`src/rtl/seq_divider_if.sv`:
```
// Start/done handshake and result bus for the sequential divider.
// The master side issues operands; the slave side is the divider.
interface seq_divider_if #(
  parameter int unsigned WIDTH = 8
);
  logic             start;
  logic             signed_mode;
  logic [WIDTH-1:0] a;
  logic [WIDTH-1:0] b;
  logic             busy;
  logic             done;
  logic [WIDTH-1:0] quotient;
  logic [WIDTH-1:0] remainder;
  logic             err;

  modport master (
    output start, signed_mode, a, b,
    input  busy, done, quotient, remainder, err
  );

  modport slave (
    input  start, signed_mode, a, b,
    output busy, done, quotient, remainder, err
  );
endinterface

```
`src/rtl/seq_divider.sv`:
```
// Radix-2 restoring divider, one quotient bit per clock, signed/unsigned per
// operation; divide-by-zero skips the iteration and raises err.
module seq_divider #(
  parameter int unsigned WIDTH = 8
) (
  input  logic          clk,
  input  logic          rst_n,
  seq_divider_if.slave  bus
);
  localparam int unsigned CW = $clog2(WIDTH + 1);

  typedef enum logic [1:0] {S_IDLE, S_CALC, S_FIX, S_DONE} state_t;

  state_t           state;
  logic [WIDTH-1:0] dvd;
  logic [WIDTH:0]   prem;
  logic [WIDTH:0]   bmag;
  logic [CW-1:0]    cnt;
  logic             neg_q;
  logic             neg_r;
  logic             div0;

  logic [WIDTH:0]   shifted;
  logic [WIDTH:0]   diff;
  logic             qbit;
  logic             sa;
  logic             sb;
  logic [WIDTH-1:0] amag_in;
  logic [WIDTH-1:0] bmag_in;

  always_comb begin
    shifted = {prem[WIDTH-1:0], dvd[WIDTH-1]};
    diff    = shifted - bmag;
    qbit    = (shifted >= bmag);
    sa      = bus.signed_mode & bus.a[WIDTH-1];
    sb      = bus.signed_mode & bus.b[WIDTH-1];
    // Most-negative operand negates to itself, which is the correct unsigned magnitude.
    amag_in = sa ? -bus.a : bus.a;
    bmag_in = sb ? -bus.b : bus.b;
  end

  always_ff @(posedge clk) begin
    if (!rst_n) begin
      state         <= S_IDLE;
      dvd           <= '0;
      prem          <= '0;
      bmag          <= '0;
      cnt           <= '0;
      neg_q         <= 1'b0;
      neg_r         <= 1'b0;
      div0          <= 1'b0;
      bus.busy      <= 1'b0;
      bus.done      <= 1'b0;
      bus.quotient  <= '0;
      bus.remainder <= '0;
      bus.err       <= 1'b0;
    end else begin
      bus.done <= 1'b0;
      case (state)
        S_IDLE: begin
          if (bus.start) begin
            dvd      <= amag_in;
            bmag     <= {1'b0, bmag_in};
            prem     <= '0;
            cnt      <= CW'(WIDTH);
            neg_q    <= sa ^ sb;
            neg_r    <= sa;
            div0     <= (bus.b == '0);
            bus.busy <= 1'b1;
            state    <= (bus.b == '0) ? S_DONE : S_CALC;
          end
        end
        S_CALC: begin
          // Dividend bits shift out the top while quotient bits fill from the bottom.
          prem <= qbit ? diff : shifted;
          dvd  <= {dvd[WIDTH-2:0], qbit};
          cnt  <= cnt - CW'(1);
          if (cnt == CW'(1)) state <= S_FIX;
        end
        S_FIX: begin
          bus.quotient  <= neg_q ? -dvd : dvd;
          bus.remainder <= neg_r ? -prem[WIDTH-1:0] : prem[WIDTH-1:0];
          state         <= S_DONE;
        end
        S_DONE: begin
          bus.done <= 1'b1;
          bus.busy <= 1'b0;
          bus.err  <= div0;
          if (div0) begin
            bus.quotient  <= '0;
            bus.remainder <= '0;
          end
          state <= S_IDLE;
        end
        default: state <= S_IDLE;
      endcase
    end
  end
endmodule

```
`src/flat_wrapper.sv`:
```
// flat-port wrapper written by rule: the top's interface ports become plain ports
module seq_divider_flat 
#(
  parameter int unsigned WIDTH = 8
)
  (clk, rst_n, bus_start, bus_signed_mode, bus_a, bus_b, bus_busy, bus_done, bus_quotient, bus_remainder, bus_err);
  seq_divider_if #(.WIDTH(WIDTH)) bus_i ();
  input  logic clk;
  input  logic rst_n;
  input wire logic [$bits(bus_i.start)-1:0] bus_start;
  input wire logic [$bits(bus_i.signed_mode)-1:0] bus_signed_mode;
  input wire logic [$bits(bus_i.a)-1:0] bus_a;
  input wire logic [$bits(bus_i.b)-1:0] bus_b;
  output wire logic [$bits(bus_i.busy)-1:0] bus_busy;
  output wire logic [$bits(bus_i.done)-1:0] bus_done;
  output wire logic [$bits(bus_i.quotient)-1:0] bus_quotient;
  output wire logic [$bits(bus_i.remainder)-1:0] bus_remainder;
  output wire logic [$bits(bus_i.err)-1:0] bus_err;
  assign bus_i.start = bus_start;
  assign bus_i.signed_mode = bus_signed_mode;
  assign bus_i.a = bus_a;
  assign bus_i.b = bus_b;
  assign bus_busy = bus_i.busy;
  assign bus_done = bus_i.done;
  assign bus_quotient = bus_i.quotient;
  assign bus_remainder = bus_i.remainder;
  assign bus_err = bus_i.err;
  seq_divider #(.WIDTH(WIDTH)) u_core (.clk(clk), .rst_n(rst_n), .bus(bus_i));
endmodule
```
`config.mk`:
```
export PLATFORM = sky130hd
export DESIGN_NAME = seq_divider_flat
export DESIGN_NICKNAME = d
export VERILOG_FILES = /design/src/rtl/seq_divider_if.sv /design/src/rtl/seq_divider.sv /design/src/flat_wrapper.sv
export SDC_FILE = /design/constraint.sdc
export NUM_CORES = 1
export LEC_CHECK = 0
export CORE_MARGIN = 2
export CORE_UTILIZATION = 35
export DETAILED_ROUTE_END_ITERATION = 8
export PLACE_DENSITY = 0.65
export SKIP_LAST_GASP = 1
export SYNTH_ARGS = -nofsm -noshare
export SYNTH_HDL_FRONTEND = slang
export SYNTH_SLANG_ARGS = --single-unit
```
`constraint.sdc`:
```
create_clock -name clk -period 5.01 [get_ports clk]
set_input_delay 1.002 -clock clk [delete_from_list [all_inputs] [get_ports clk]]
set_output_delay 1.002 -clock clk [all_outputs]
set_load 0.005 [all_outputs]
```
# Yosys cells after proc, flatten, opt, wreduce, memory -nomap -nowiden
# Index checks and enable logic that the tools add are counted.
dict set report totals {
  regBits 52
  in_bits 20
  output_inout_bits 19
  elab_cells 61
}
dict set report classes {
  addsub 6
  magnitude_cmp 1
  n_eq_ne 7
  muxes 21
  bitwise 3
  n_reduce_logical 10
}
# operator n
set ops {}
lappend ops {{two-way mux 8 bit} 8}
lappend ops {{case mux 8 bit (2 select lines)} 4}
lappend ops {{negation 8 bit} 4}
lappend ops {{AND reduction 2 bit} 5}
lappend ops {{>= comparator 9 x 8 -> 1 bit} 1}
lappend ops {{logical NOT 8 bit} 1}
lappend ops {{case mux 2 bit (4 select lines)} 1}
lappend ops {{case mux 4 bit (2 select lines)} 1}
lappend ops {{subtractor 8 bit} 1}
lappend ops {{two-way mux 2 bit} 3}
lappend ops {{nonzero test 2 bit} 3}
lappend ops {{equality test 2 bit, second input constant} 2}
lappend ops {{equality test 4 x 1 -> 1 bit, second input constant} 1}
lappend ops {{two-way mux 4 bit} 1}
lappend ops {{!= test 2 x 1 -> 1 bit, second input constant} 2}
lappend ops {{subtractor 4 x 1 -> 4 bit, second input constant} 1}
lappend ops {{AND 1 bit} 2}
lappend ops {{equality test 2 x 1 -> 1 bit, second input constant} 1}
lappend ops {{logical NOT 2 bit} 1}
lappend ops {{two-way mux 1 bit} 2}
lappend ops {{!= test 2 bit, second input constant} 1}
lappend ops {{case mux 1 bit (2 select lines)} 1}
lappend ops {{bitwise XOR 1 bit} 1}

# Logic depth before layout (Yosys ltp)
dict set report depth {
  ltp_word 4
  mapped_depth 9
  depth_no_buf 9
}

# Least setup slack after synthesis
# OpenSTA, ideal clock, no wires.
dict set report synth_timing {
  kind {input to register}
  start {input bus_b[0]}
  end {register u_core.bmag[5]}
  setup_ns 0.116
  arrival_time_ns 2.015
  t_required_ns 4.894
  slack_ns 2.879
  cell_stages 5
  n_path_buf 0
  cell_sequence {or4_1 -> o21bai_1 -> xor2_1 -> nand2_1 -> o211a_1}
}
dict set report synth_via {
  elab_chain_cells 2
}
# element line
set synth_rtl {}
lappend synth_rtl {{from (decl)} flat_wrapper.sv:13} ;# input wire logic [$bits(bus_i.b)-1:0] bus_b;
lappend synth_rtl {{negation 8 bit} seq_divider.sv:39} ;# bmag_in = sb ? -bus.b : bus.b;
lappend synth_rtl {{two-way mux 8 bit} seq_divider.sv:39}
lappend synth_rtl {{to (signal assigned)} seq_divider.sv:63} ;# bmag <= {1'b0, bmag_in};
lappend synth_rtl {{to (decl)} seq_divider.sv:17} ;# logic [WIDTH:0] bmag;
# No other way between the ends.
# A chain may end at the register's enable or synchronous reset.

# Final worst setup path
dict set report layout_timing {
  start {input bus_start}
  end {register u_core.prem[7]}
}
dict set report layout_via {
  elab_chain_cells 2
}
# element line
set layout_rtl {}
lappend layout_rtl {{from (decl)} flat_wrapper.sv:10} ;# input wire logic [$bits(bus_i.start)-1:0] bus_start;
lappend layout_rtl {{!= test 2 bit (no source line)} n/a}
lappend layout_rtl {{AND reduction 2 bit (no source line)} n/a}
lappend layout_rtl {{to (signal assigned)} seq_divider.sv:75} ;# prem <= qbit ? diff : shifted;
lappend layout_rtl {{to (decl)} seq_divider.sv:16} ;# logic [WIDTH:0] prem;
# No other way between the ends.

==> impl_metrics.toml <==
[finish]
area_growth_pct = 16.7
n_antenna_cell = 0
nets = 439
design_area_um2 = 3680
final_core_util_pct = 42.3
drive_gt1_share_pct = 4.99
final.fill_count = 864

[run]
max-cap-violations = 0

[status]
status = "completed"

[synth]
yosysSeqAreaShare_pct = 33.0
yosysWarnings = 0
synth.ff_latch_count = 52
netlist_area_um2 = 3160
synthesis.nets = 413
synth_edf_count = 0
ys_types = 56
synthArstFlopShare_pct = 0
dominantRegCellSynth = "dfxtp_1"
avgSynthCellArea_um2 = 8.44
syn_inst = 374

[grt]
grt_max_degree = 52
grt_pass1_vias = 2529
grt_pass1_wl_um = 11700
antenna_found_initial = 0
grt_usage_pct = 14.2
overflow = 0

[setup_path]
required_ps = 5190
rr_startpoint = "u_core.state[1]"
cp_max_fo = 13
path_class = "input pin to flip-flop"
worstPathArrival_ps = 2880
cp-startpoint = "bus_start"
end_kind = "flip-flop"
cp-start-kind = "input pin"
reg2reg_depth = 6

[floorplanning]
die_w_um = 99.0
start_util_pct = 36.2
die-area_um2 = 9800
core_area_um2 = 8720
die_y_um = 99.0
ios = 39
num_rows = 34

[clocking]
cts_resized = 0
clockBufferDepth = 2
insertion_delay_ps = 310
cts.sink_count = 52
hold_buffers = 0
htreeDepth = 2
cts_tree = "yes"
cts-root-buf = "clkbuf_8"
cts_made_buffers = 5
cts_setup_buffers = 0
clk_pin_slew_worst_paths_ps = 100

[detailed_routing]
dr.pass1.iters = 4
drc_errors = 0
drt-vias-per-instance = 5.31
drtAntennaViolNets = 0
dr_total_vias = 2701
wire_per_inst_um = 13.1
wirelength_um = 6660
drt_iter0_drc = 187

[sta]
setup_violations = 0
tightest_slew_ps = 1090
relSlewSlack_pct = 27.4
rsz0062_at_grt = "false"
fin_crit_sh_pct = 53.9
report.final.hold_viol_count = 0
slew_viol_final = 0
fmax_mhz = 371
period_needed_ps = 2700
skew_ps = 12.7
hold_ws_ps = 459
fin_tns_setup_ps = 0

[hold_path]
hold_depth = 2
min_path_type = "flip-flop to flip-flop"
hold_start = "u_core.bmag[7]"

[power]
peakVddDrop_mv = 0.303
power_density_nw_per_um2 = 443
p_leak_uw = 0.00142

[placed_design]
dpl-instance-area_um2 = 3590
numPortBuffers = 38
dp_hpwl_um = 5010
gp_congestion = 0.771
per-stage QoR:
stage                     power (uW)  worst slack, ps  std cells
final                           1630             2310        509
after CTS                       1640             2340        509
after global routing            1770             2170        509
after detailed placement        1390             2000        501
after floorplan                 1220             2880        374
after global placement          1370             2110        501
final timing paths:
| check | to | slack, ps |
|---|---|---|
| max reg2reg | u_core.prem[7] | 2640 |
| min | u_core.bmag[7] | 460 |
| min reg2reg | u_core.bmag[7] | 460 |
| max | u_core.prem[7] | 2310 |
sequential cells by signal (all words and copies together), names as in the netlist, 2 cells and up:
| register | flops |
|---|---|
| u_core.bmag | 8 |
| u_core.bus.quotient | 8 |
| u_core.bus.remainder | 8 |
| u_core.cnt | 4 |
| u_core.dvd | 8 |
| u_core.prem | 8 |
| u_core.state | 2 |
synth_stat cells, types with 2 or more instances:
cell type / n / share of area, %
a21o_1: 2 / 0.48
and3_1: 2 / 0.40
a21boi_0: 2 / 0.48
a31oi_1: 2 / 0.40
nor2b_1: 20 / 4.0
a32oi_1: 4 / 1.1
o2111ai_1: 3 / 0.83
dfxtp_1: 52 / 33
nand3_1: 16 / 2.5
ha_1: 18 / 7.1
o21ai_1: 10 / 1.6
a21boi_1: 7 / 1.7
inv_1: 24 / 2.9
nor2_1: 11 / 1.3
mux2i_1: 6 / 1.9
a211oi_1: 2 / 0.48
o21bai_1: 3 / 0.71
o21ai_0: 14 / 2.2
nand2b_1: 5 / 0.99
or4_4: 2 / 0.71
or3_1: 2 / 0.40
buf_2: 3 / 0.48
nand3b_1: 2 / 0.48
nor3_1: 5 / 0.79
or3b_1: 2 / 0.55
o31ai_1: 5 / 1.2
a21oi_1: 15 / 2.4
o211a_1: 6 / 1.9
o2bb2ai_1: 4 / 1.1
nand2_1: 39 / 4.6
o311a_1: 2 / 0.63
a21oi_2: 3 / 0.83
clkbuf_1: 15 / 1.8
a22oi_1: 15 / 3.6
xor2_1: 10 / 2.8
buf_4: 2 / 0.48
xnor2_1: 14 / 3.9
and2_1: 7 / 1.4
cell usage in the layout, fill, tap and decap left out, types with 3 or more instances in the layout:
cell type         n
nand2_1          39
clkdlybuf4s50_1  38
xor2_1           10
nor2_1           11
nand3_1          16
nor3_1            5
nor2b_1          20
o21ai_1          10
a22oi_1          15
o2111ai_1         3
inv_1            24
clkbuf_8          5
o21ai_0          14
ha_1             18
nand2b_1          5
a21oi_1          15
a21boi_1          7
xnor2_1          14
a21oi_2           3
o211a_1           6
o2bb2ai_1         4
and2_1            7
a32oi_1           4
dfxtp_1          52
o31ai_1           5
o21bai_1          3
mux2i_1           6
area by class of cell:
cell class	instances	area (um^2)	area share, %
Inverter	25	93.8	2.55
Timing Repair Buffer	39	388	10.5
Multi-Input combinational cell	277	1940	52.5
Sequential cell	52	1040	28.3
Clock inverter	3	22.5	0.611
Tap cell	108	135	3.67
Clock buffer	5	68.8	1.87
report_power, final:
part	switching (uW)	total (uW)	internal [uW]
clock	145	245	100
combinational	466	805	339
sequential	91.3	584	493
critical path, stage by stage:
cell and delay, ps:
clkdlybuf4s50_1 490, nand2b_1 300, o21ai_1 380, and2_1 390, a32oi_1 210, o31ai_1 100
cells by family (layout without fill, tap and decap cells):
kind of cell	Yosys count	after routing	synth area share, %
DFF	52	52	33.0
adders and majority gates	19	19	7.77
AOI/OAI and AO/OA	110	110	25.4
xor gates and xnor gates	24	24	6.66
buffers and inverters	45	72	5.71
muxes	8	8	2.62
and+or+nand+nor	116	116	18.9
metal layers:
metal  global-route usage [%]  wire length (um)  vias up
li1                         -                 -     1386
met1                     19.8              3420     1254
met2                     23.2              2930       57
met3                     2.13               262        4
met4                     3.37                48        0
met5                        0                 0        -
Note: power is estimated with default switching activity, not from simulation.
